[src/rtl/intr_seq.sv]
// intr_seq: nesting interrupt sequencer with priority, vectors and a return stack.
// Optional edge-triggered request capture when INTR_SEQ_EDGE_EN is defined.
module intr_seq #(
  parameter int ADDR_W = 8,
  parameter int N_SRC = 4,
  parameter int DEPTH = 4,
  parameter logic [ADDR_W-1:0] VEC_BASE = ADDR_W'(8'hF0),
  parameter int VEC_STRIDE = 1,
  localparam int DW = $clog2(DEPTH + 1),
  localparam int SW = (N_SRC > 1) ? $clog2(N_SRC) : 1
) (
  input  logic              clock,
  input  logic              reset,
  input  logic [N_SRC-1:0]  irq,
  input  logic [N_SRC-1:0]  irq_en,
  input  logic              gie,
  input  logic              instr_done,
  input  logic [ADDR_W-1:0] next_pc,
  input  logic              flag_in,
  input  logic              reti,
  output logic              int_take,
  output logic              ret_take,
  output logic [ADDR_W-1:0] int_pc,
  output logic              flag_out,
  output logic [N_SRC-1:0]  irq_ack,
  output logic [N_SRC-1:0]  active,
  output logic [DW-1:0]     depth,
  output logic              err
);

  typedef enum logic [1:0] {
    RUN,
    ENTER,
    LEAVE
  } state_e;

  state_e            state_q, state_d;
  logic              int_take_q, int_take_d;
  logic              ret_take_q, ret_take_d;
  logic [ADDR_W-1:0] int_pc_q, int_pc_d;
  logic              flag_out_q, flag_out_d;
  logic [N_SRC-1:0]  irq_ack_q, irq_ack_d;
  logic [N_SRC-1:0]  active_q, active_d;
  logic [DW-1:0]     depth_q, depth_d;
  logic              err_q, err_d;
  logic [ADDR_W:0]   stk_q [DEPTH];
  logic [ADDR_W:0]   stk_d [DEPTH];

  logic [N_SRC-1:0]  pending;
  logic [N_SRC-1:0]  req;
  logic [SW-1:0]     sel;
  logic [SW-1:0]     act_lo;
  logic              req_any;
  logic              act_any;
  logic              take_ok;

`ifdef INTR_SEQ_EDGE_EN
  logic [N_SRC-1:0]  irq_prev_q, irq_prev_d;
  logic [N_SRC-1:0]  pend_q, pend_d;

  // Latch rising edges; an edge coinciding with the ack re-arms the source.
  always_comb begin
    irq_prev_d = irq;
    pend_d = (pend_q & ~irq_ack_q) | (irq & ~irq_prev_q);
  end

  // Edge detector and pending registers.
  always_ff @(posedge clock) begin
    if (reset) begin
      irq_prev_q <= '0;
      pend_q <= '0;
    end else begin
      irq_prev_q <= irq_prev_d;
      pend_q <= pend_d;
    end
  end

  assign pending = pend_q;
`else
  assign pending = irq;
`endif

  assign req = pending & irq_en & {N_SRC{gie}};

  // Highest-priority request and highest-priority in-service source.
  always_comb begin
    sel = '0;
    act_lo = '0;
    req_any = 1'b0;
    act_any = 1'b0;
    for (int i = N_SRC - 1; i >= 0; i--) begin
      if (req[i]) begin
        sel = SW'(i);
        req_any = 1'b1;
      end
      if (active_q[i]) begin
        act_lo = SW'(i);
        act_any = 1'b1;
      end
    end
  end

  assign take_ok = req_any && (depth_q < DW'(DEPTH)) &&
                   (!act_any || (sel < act_lo));

  // Next-state: return has precedence over entry at an instruction boundary.
  always_comb begin
    state_d = RUN;
    int_take_d = 1'b0;
    ret_take_d = 1'b0;
    irq_ack_d = '0;
    int_pc_d = int_pc_q;
    flag_out_d = flag_out_q;
    active_d = active_q;
    depth_d = depth_q;
    err_d = err_q;
    stk_d = stk_q;
    if (state_q == RUN && instr_done) begin
      if (reti) begin
        if (depth_q != '0) begin
          for (int i = 0; i < DEPTH; i++) begin
            if (DW'(i) == depth_q - DW'(1)) begin
              int_pc_d = stk_q[i][ADDR_W:1];
              flag_out_d = stk_q[i][0];
            end
          end
          ret_take_d = 1'b1;
          active_d = active_q & (active_q - N_SRC'(1));
          depth_d = depth_q - DW'(1);
          state_d = LEAVE;
        end else begin
          err_d = 1'b1;
        end
      end else if (take_ok) begin
        for (int i = 0; i < DEPTH; i++) begin
          if (DW'(i) == depth_q) begin
            stk_d[i] = {next_pc, flag_in};
          end
        end
        for (int i = 0; i < N_SRC; i++) begin
          if (SW'(i) == sel) begin
            irq_ack_d[i] = 1'b1;
            active_d[i] = 1'b1;
          end
        end
        int_pc_d = VEC_BASE + ADDR_W'(32'(sel) * VEC_STRIDE);
        int_take_d = 1'b1;
        depth_d = depth_q + DW'(1);
        state_d = ENTER;
      end
    end
  end

  // State, stack and registered outputs.
  always_ff @(posedge clock) begin
    if (reset) begin
      state_q <= RUN;
      int_take_q <= 1'b0;
      ret_take_q <= 1'b0;
      int_pc_q <= '0;
      flag_out_q <= 1'b0;
      irq_ack_q <= '0;
      active_q <= '0;
      depth_q <= '0;
      err_q <= 1'b0;
      for (int i = 0; i < DEPTH; i++) begin
        stk_q[i] <= '0;
      end
    end else begin
      state_q <= state_d;
      int_take_q <= int_take_d;
      ret_take_q <= ret_take_d;
      int_pc_q <= int_pc_d;
      flag_out_q <= flag_out_d;
      irq_ack_q <= irq_ack_d;
      active_q <= active_d;
      depth_q <= depth_d;
      err_q <= err_d;
      stk_q <= stk_d;
    end
  end

  assign int_take = int_take_q;
  assign ret_take = ret_take_q;
  assign int_pc = int_pc_q;
  assign flag_out = flag_out_q;
  assign irq_ack = irq_ack_q;
  assign active = active_q;
  assign depth = depth_q;
  assign err = err_q;

endmodule

[config.mk]
export PLATFORM = sky130hd
export DESIGN_NAME = intr_seq
export DESIGN_NICKNAME = d
export VERILOG_FILES = /design/src/rtl/intr_seq.sv
export SDC_FILE = /design/constraint.sdc
export NUM_CORES = 1
export LEC_CHECK = 0
export BUFFER_PORTS_ARGS = -buffer_cell sky130_fd_sc_hd__buf_2
export CAP_MARGIN = 20
export CORE_MARGIN = 2
export CORE_UTILIZATION = 25
export DETAILED_ROUTE_END_ITERATION = 6
export PLACE_DENSITY = 0.54
export SYNTH_ARGS = -nofsm -noshare
export SYNTH_HDL_FRONTEND = slang
export SYNTH_SLANG_ARGS = --single-unit
[constraint.sdc]
create_clock -name clock -period 2.6 [get_ports clock]
set_clock_uncertainty 0.15 [all_clocks]
set_input_delay 0.39 -clock clock [delete_from_list [all_inputs] [get_ports clock]]
set_output_delay 0.39 -clock clock [all_outputs]
set_load 0.05 [all_outputs]
==> results of run 1 <==
[routing by layer]
metal / vias up / global-route usage, % / wire length, um
li1: 1305 / - / -
met1: 1215 / 16.97 / 3803
met2: 76 / 20.20 / 3606
met3: 14 / 3.702 / 424
met4: 0 / 5.514 / 165
met5: - / 0 / 0
[registers in the layout, indices dropped and copies added (netlist names)]
name and count:
active 4, depth 3, err 1, flag_out 1
int_pc 8, int_take 1, irq_ack 4, ret_take 1
stk_q 36
[Yosys cell counts, drive strengths merged, types with 5 or more instances]
cell and count:
dfxtp 59, nand2 53, mux2i 43, nor2 38
a21oi 16, clkbuf 11, ha 9, inv 8
a221oi 7, buf 7, nand3 7, a211o 5
nor3 5, o21ai 5
[critical path, stage by stage (launching register included)]
cell and delay, ns:
dfxtp_2 0.39, inv_1 0.11, ha_1 0.28, xnor2_1 0.24
nand2_1 0.31, mux2i_1 0.21, a211o_1 0.31, a221oi_1 0.25
[cell families after synthesis]
logic type               after synthesis  share of synthesized area [%]
multiplexers                          44                          15.31
flip-flops                            59                          40.94
buffers and inverters                 26                          3.859
AO/OA/AOI/OAI                         64                          16.57
adder cells (fa/ha/maj)                9                          3.903
XOR/XNOR                               2                         0.6072
AND/OR/NAND/NOR                      123                          18.82
[power by group through the flow]
stage                     logic [uW]  clock network (uW)  registers, uW
after global placement           376                   0            968
after detailed placement         379                   0            968
after floorplan                  191                   0           1020
after global routing             415                1290            951
final                            381                1230            948
after CTS                        382                1260            949
[stage by stage]
step                      setup slack [ns]  hold WS, ns
after detailed placement          -0.03393       0.3020
after global placement             0.01618       0.2948
after CTS                           0.2022       0.1647
after global routing               0.03531       0.1794
after floorplan                    0.05804       0.2840
final                               0.2373       0.1695
[cell type report]
cell class / instances / area (um^2)
Tap cell: 143 / 178.9
Clock buffer: 13 / 270.3
Multi-Input combinational cell: 242 / 1599
Inverter: 8 / 30.03
Sequential cell: 59 / 1184
Clock inverter: 3 / 45.04
Fill cell: 1197 / 7559
Timing Repair Buffer: 72 / 455.4
[how the worst max path moves through the flow]
stage                               start                      to  slack, ns  cells after the start
floorplan                             gie   depth[0]$_SDFFE_PP0P_       0.06                      9
global placement                   irq[0]   depth[0]$_SDFFE_PP0P_       0.02                     10
detailed placement                 irq[2]  stk_q[18]$_SDFFE_PP0P_      -0.03                     12
CTS                 depth[0]$_SDFFE_PP0P_  int_pc[6]$_SDFFE_PP0P_       0.20                      7
global route        depth[0]$_SDFFE_PP0P_  int_pc[6]$_SDFFE_PP0P_       0.04                      8
finish              depth[0]$_SDFFE_PP0P_  int_pc[6]$_SDFFE_PP0P_       0.24                      7
==> results.cfg, run 1 <==
[run_status]
outcome = complete, no violations

[cts]
clock-root-buffer = clkbuf_16
cts_setup_buffers = 0
cts_resized = 0
h-tree-depth = 3
clk_path_buf_depth = 2
numCtsBuffers = 9
tritoncts = built
cts.sinks = 59
insertion_delay_ns = 0.32
path_clk_slew_ns = 0.05
hold_buffers = 0

[setup_path]
reg2reg_slack_ns = 0.24
cp-start-kind = flop
crit_arrival_ns = 2.43
required_ns = 2.67
rr_startpoint = depth[0]$_SDFFE_PP0P_
cp_max_fo = 7
worstSetupPathType = reg -> reg
reg2reg_depth = 7
r2r_end = int_pc[6]$_SDFFE_PP0P_
crit_path_end_kind = flop

[layout]
finalNetCount = 423
final_cells = 540
mostFrequentLayoutCell = dfxtp_1
drive_gt1_share_pct = 23.93
insertedDiodeCount = 0
postLayoutCoreUtil_pct = 33.23
final_cell_mix = 57 x dfxtp_1, 52 x nand2_1, 44 x buf_2
final_area_um2 = 3762
layout-area-overhead-vs-synth_pct = 30.40

[place]
place_area_um2 = 3447
hpwl_um = 5792
dp_cells = 524
port_buffers = 44
gp_congestion = 0.8149

[yosys]
syn_area_per_cell_um2 = 8.823
yosysTopAreaCellShare_pct = 40.94
synth_cell_types = 46
synth_top_cell_by_area = dfxtp_1
synth_nets = 358
yosysSeqAreaShare_pct = 40.94
synthesis.instances = 327
yosys_warnings = 0
synth_area_leaders = dfxtp_1 41%, mux2i_1 15%, nand2_1 6.8%
ys_seq_elements = 59
ys.flop_type = dfxtp_1
synth-edff-count = 0
syn-cell-area_um2 = 2885
synthArstFlopShare_pct = 0

[sta]
rsz0062_at_grt = false
timing.setup.tns_ns = 0
min_period_over_period_pct = 90.87
finalHoldViolations = 0
setup_viol = 0
period_needed_ns = 2.363
fmaxAchievable_ghz = 0.4232
relSlewSlack_pct = 67.79
final_max_slew_viol_count = 0
worst_pin_slew_ns = 0.4787

[detailed_routing]
vias = 2610
wl_um = 7998
drt-wirelength-per-cell_um = 14.81
viasPerCell = 4.833
drcViolationCount = 0
dr.first_iter.drc_count = 104
drt_pre_antenna_iters = 4
ant_nets = 0

[pwr]
p_sw_uw = 675.8
total_power_uw = 2562
seqPwrFrac_pct = 37.0
pwr-share-comb_pct = 14.9
power_density_nw_per_um2 = 681.1
peakVddDrop_uv = 248.2
p_leak_uw = 0.001756
internal-power_uw = 1887
power.share.clock_pct = 48.1
swShare_pct = 26.37

[floorplan]
die_h_um = 111.4
initial_core_util_pct = 25.49
core_um2 = 11320
rows = 39
io_pins = 45
dieArea_um2 = 12420
die_w_um = 111.4

[flow_run]
cap_violations = 0

[global_route]
grt_max_degree = 26
grt_overflow = 0
grt.total_usage_pct = 13.01
grt_pass1_vias = 2526
grt_pass1_wl_um = 12880
antenna_found_initial = 0

[min_path]
hold_depth = 3
hold-path-endpoint = stk_q[31]$_SDFFE_PP0P_
min_path_type = in -> reg
min_from = next_pc[3]
Power figures use the tool's default switching activity.
==> run 2: changes to the inputs <==
--- a/config.mk
+++ b/config.mk
@@ -7,6 +7,7 @@
 export LEC_CHECK = 0
 export BUFFER_PORTS_ARGS = -buffer_cell sky130_fd_sc_hd__buf_2
 export CAP_MARGIN = 20
+export CORE_ASPECT_RATIO = 0.5
 export CORE_MARGIN = 2
 export CORE_UTILIZATION = 25
 export DETAILED_ROUTE_END_ITERATION = 6
==> run 2 against run 1 <==
Core utilization rose by 0.52 points. Wire length fell by 1.5%. First-iteration DRC count rose by 54%. Worst setup slack improved by 0.034 ns. Critical endpoint is now depth[0]$_SDFFE_PP0P_.
==> results.cfg, run 2 (synthesis gave the netlist of run 1 again) <==
[layout]
largest_reg_flops = 36
layout-area-overhead-vs-synth_pct = 30.01
final_cell_mix = 57 x dfxtp_1, 52 x nand2_1, 44 x buf_2
largest-register = stk_q
finalNetCount = 422
insertedDiodeCount = 0
mostFrequentLayoutCell = dfxtp_1
final_area_um2 = 3751
fillerInstances = 1140
drive_gt1_share_pct = 23.48
final_cells = 541

[floorplan]
initial_core_util_pct = 25.96
dieArea_um2 = 12470
core_um2 = 11110
rows = 27
die_w_um = 155.9
io_pins = 45
die_h_um = 79.97

[min_path]
min_path_type = in -> reg

[sta]
rsz0062_at_grt = false
min_period_over_period_pct = 89.55
final_max_slew_viol_count = 0
finalHoldViolations = 0
setup_viol = 0
worst_pin_slew_ns = 0.4514
fmaxAchievable_ghz = 0.4295
relSlewSlack_pct = 69.64
period_needed_ns = 2.328

[global_route]
antenna_found_initial = 0
grt_pass1_vias = 2465
grt_pass1_wl_um = 12890
grt_overflow = 0
grt_max_degree = 43
grt.total_usage_pct = 13.55

[cts]
cts_setup_buffers = 0
hold_buffers = 0
h-tree-depth = 3
cts.sinks = 59
cts_resized = 0
path_clk_slew_ns = 0.05
insertion_delay_ns = 0.33
numCtsBuffers = 9
tritoncts = built
clock-root-buffer = clkbuf_16
clk_path_buf_depth = 2

[pwr]
peakVddDrop_uv = 254.8
power_density_nw_per_um2 = 666.6
p_leak_uw = 0.001749

[place]
port_buffers = 44
hpwl_um = 5640
dp_cells = 525
place_area_um2 = 3455
gp_congestion = 0.8175

[detailed_routing]
ant_nets = 0
drt_pre_antenna_iters = 4
viasPerCell = 4.760
drcViolationCount = 0
wl_um = 7881
drt-wirelength-per-cell_um = 14.57
vias = 2575
dr.first_iter.drc_count = 160

[flow_run]
cap_violations = 0

[setup_path]
cp_max_fo = 11
worstSetupPathType = in -> reg
required_ns = 2.66
crit_path_end_kind = flop
crit_arrival_ns = 2.39
cp-start-kind = input port

[run_status]
outcome = complete, no violations
## run 2: cell count changes in the layout (fill, tap and decap cells not counted), sizes merged
cell / before / now
clkinv: 0 / 1
clkbuf: 13 / 12
buf: 72 / 71
## run 2: where the power goes
group	total (uW)	switching (uW)	internal [uW]	leakage, uW
Clock	1170	406	765	0.000139
Sequential	946	16.2	929	0.000478
Combinational	384	246	138	0.00113
Total	2500	667	1830	0.00175
## run 2: worst max-delay path, cell delays in order
cell and delay [ns]:
buf_2 0.10, a21bo_2 0.21, nor3b_1 0.30, ha_1 0.23, nor2_1 0.08, a311oi_2 0.31, a21boi_2 0.09, buf_4 0.18
a21oi_1 0.16, mux2_2 0.34
## run 2: stage by stage
stage / hold WS [ns] / TNS (ns) / setup slack, ns / utilization [%] / power [uW]
finish: 0.1606 / 0 / 0.2716 / 33.75 / 2500
global route: 0.1548 / 0 / 0.05684 / 33.75 / 2624
CTS: 0.1514 / 0 / 0.2727 / 33.75 / 2540
detailed placement: 0.3019 / -0.4062 / -0.04763 / 31.08 / 1347
global placement: 0.2948 / 0 / 0.006182 / 31.08 / 1348
floorplan: 0.2840 / 0 / 0.05804 / - / 1211
## run 2: cell type report
class                           count  area [um^2]  share of cell area [%]
Clock buffer                       12        246.5                   6.571
Timing Repair Buffer               71        460.4                   12.27
Tap cell                          145        181.4                   4.837
Inverter                            8        30.03                  0.8005
Multi-Input combinational cell    242         1599                   42.63
Sequential cell                    59         1184                   31.55
Clock inverter                      4        50.05                   1.334
## run 2: worst paths after layout
check	start	to	slack [ns]	cells past startpoint
min reg2reg	stk_q[22]$_SDFFE_PP0P_	stk_q[22]$_SDFFE_PP0P_	0.31	2
max reg2reg	active[1]$_SDFFE_PP0P_	stk_q[25]$_SDFFE_PP0P_	0.28	11
max	irq[0]	depth[0]$_SDFFE_PP0P_	0.27	10
min	next_pc[5]	stk_q[33]$_SDFFE_PP0P_	0.16	3
## run 2: layer usage
layer / GRT usage [%] / vias to the layer above / part of all wire (%)
li1: - / 1303 / -
met1: 18.06 / 1221 / 50
met2: 20.53 / 41 / 44
met3: 4.289 / 10 / 4.7
met4: 4.954 / 0 / 1.3
met5: 0 / - / 0
==> run 3: changes to the inputs <==
==> constraint.sdc (replaced) <==
create_clock -name clock -period 2.6 [get_ports clock]
set_clock_uncertainty 0.15 [all_clocks]
set_input_delay 0.39 -clock clock [delete_from_list [all_inputs] [get_ports clock]]
set_output_delay 0.39 -clock clock [all_outputs]
set_load 0.1 [all_outputs]
==> run 3 against run 2 <==
First-iteration DRC count fell by 26%. Die area did not move. Non-clock buffer count fell by 2. Sequential power rose by 0.5%. Maximum frequency fell by 3.1%. Count of clock-buffer cells in the layout did not move. Total power rose by 2.7%. Wire length rose by 2.9%. Largest power group unchanged.
==> results.cfg, run 3 (synthesis gave the netlist of run 1 again) <==
[global_route]
gr-usage-met3_pct = 5.103
grt_overflow = 0
grt_use_met2_pct = 20.40
grt_pass1_vias = 2477
antenna_found_initial = 0
grt.total_usage_pct = 13.71
grt_max_degree = 26
grt_pass1_wl_um = 12830
use_met1_pct = 17.81
top_usage_layer = met2

[setup_path]
crit_arrival_ns = 2.47
required_ns = 2.67
cp-endpoint = stk_q[12]$_SDFFE_PP0P_
critical_path_depth = 11
slowest_stage = dfxtp_2
cp_top_family = buffers and inverters
crit_path_end_kind = flop
reg2reg_slack_ns = 0.20
worst_path_largest_cell_delay_ns = 0.36
rr_startpoint = active[0]$_SDFFE_PP0P_
reg2reg_depth = 11
cp_cell_sequence = nor2_1 -> o21ai_0 -> ha_1 -> nor2_1 -> buf_4 -> o2111ai_1 -> a21boi_2 -> buf_4 -> nand3_1 -> buf_12 -> mux2i_1
cp_max_fo = 11
cp-start-kind = flop
r2r_end = stk_q[12]$_SDFFE_PP0P_
worstSetupPathType = reg -> reg
path_buf_inv = 3
crit_start = active[0]$_SDFFE_PP0P_

[layout]
layout-area-overhead-vs-synth_pct = 29.88
final_cell_mix = 53 x dfxtp_1, 52 x nand2_1, 44 x buf_2
multiInputGateArea_um2 = 1599
largest-register = stk_q
mostFrequentLayoutCell = dfxtp_1
largest_reg_flops = 36
drive_gt1_share_pct = 24.17
insertedDiodeCount = 0
seq_area_um2 = 1194
fillerInstances = 1163
finalNetCount = 420
final_cells = 538

[sta]
rsz0062_at_grt = false
min_period_over_period_pct = 92.40
setup_viol = 0
finalHoldViolations = 0
relSlewSlack_pct = 65.40
period_needed_ns = 2.402
whs_ns = 0.1573
final_max_slew_viol_count = 0
worst_pin_slew_ns = 0.5177
fmaxAchievable_ghz = 0.4163

[floorplan]
dieArea_um2 = 12470
rows = 27
die_w_um = 155.9
die_h_um = 79.97
io_pins = 45
core_um2 = 11110
initial_core_util_pct = 25.96

[detailed_routing]
dr.first_iter.drc_count = 118
drt-wirelength-per-cell_um = 15.08
drt_pre_antenna_iters = 5
vias = 2574
ant_nets = 0
wl_um = 8113
drcViolationCount = 0
viasPerCell = 4.784

[cts]
cts_setup_buffers = 0
insertion_delay_ns = 0.34
numCtsBuffers = 9
tritoncts = built
clk_path_buf_depth = 2
cts.sinks = 59
path_clk_slew_ns = 0.06
hold_buffers = 0
cts_resized = 0
h-tree-depth = 3
clock-root-buffer = clkbuf_16

[place]
gp_congestion = 0.7987
hpwl_um = 5800
port_buffers = 44
dp_cells = 523

[flow_run]
cap_violations = 0

[min_path]
min_path_type = in -> reg

[pwr]
p_leak_uw = 0.001750
power_density_nw_per_um2 = 685.1
peakVddDrop_uv = 238.6

[run_status]
outcome = complete, no violations
-- run 3: cell count changes in the layout (fill, tap and decap cells not counted), sizes merged --
cell / delta
buf: -2
bufinv: -1
clkinv: +2
clkinvlp: -2
-- run 3: per-layer routing --
metal / routed length [um] / up-vias
li1: - / 1291
met1: 4038 / 1222
met2: 3472 / 52
met3: 483 / 9
met4: 119 / 0
met5: 0 / -
-- run 3: stage by stage --
step	util, %	area [um^2]	setup TNS, ns	setup WS, ns	total power [uW]
floorplan	-	2904	0	0.01629	1272
global placement	31.04	3450	0	0.005659	1405
detailed placement	31.04	3450	-0.2142	-0.02789	1405
CTS	33.72	3747	0	0.1706	2589
global route	33.72	3747	0	0.002073	2669
finish	33.72	3747	0	0.1977	2567
-- run 3: final cells by class --
class | instances | area share [%]
clock buffer | 12 | 7.446
clock inverter | 3 | 0.5008
inverter | 8 | 0.8013
multi-input combinational | 242 | 42.67
sequential | 59 | 31.85
tap | 145 | 4.841
timing repair buffer | 69 | 11.89
-- run 3: power by group --
group	switching, uW	internal (uW)	total [uW]
Clock	428	753	1180
Combinational	301	135	436
Sequential	21.7	929	951
Total	750	1820	2570
-- run 3: worst min path at each step --
stage	from	endpoint	slack, ns	depth (start not counted)
after floorplan	stk_q[21]$_SDFFE_PP0P_	stk_q[21]$_SDFFE_PP0P_	0.28	2
after global placement	stk_q[21]$_SDFFE_PP0P_	stk_q[21]$_SDFFE_PP0P_	0.30	2
after detailed placement	stk_q[22]$_SDFFE_PP0P_	stk_q[22]$_SDFFE_PP0P_	0.30	2
after CTS	flag_in	stk_q[27]$_SDFFE_PP0P_	0.15	3
after global routing	flag_in	stk_q[27]$_SDFFE_PP0P_	0.17	3
final	flag_in	stk_q[27]$_SDFFE_PP0P_	0.16	3
-- run 3: worst reg2reg max path, delay by kind of cell, from the launching register on --
family | cells | cell delay (ns)
buffers and inverters | 3 | 0.54
and+or+nand+nor | 3 | 0.46
AOI/OAI and AO/OA | 3 | 0.43
DFF | 1 | 0.36
adders and majority gates | 1 | 0.22
muxes | 1 | 0.13
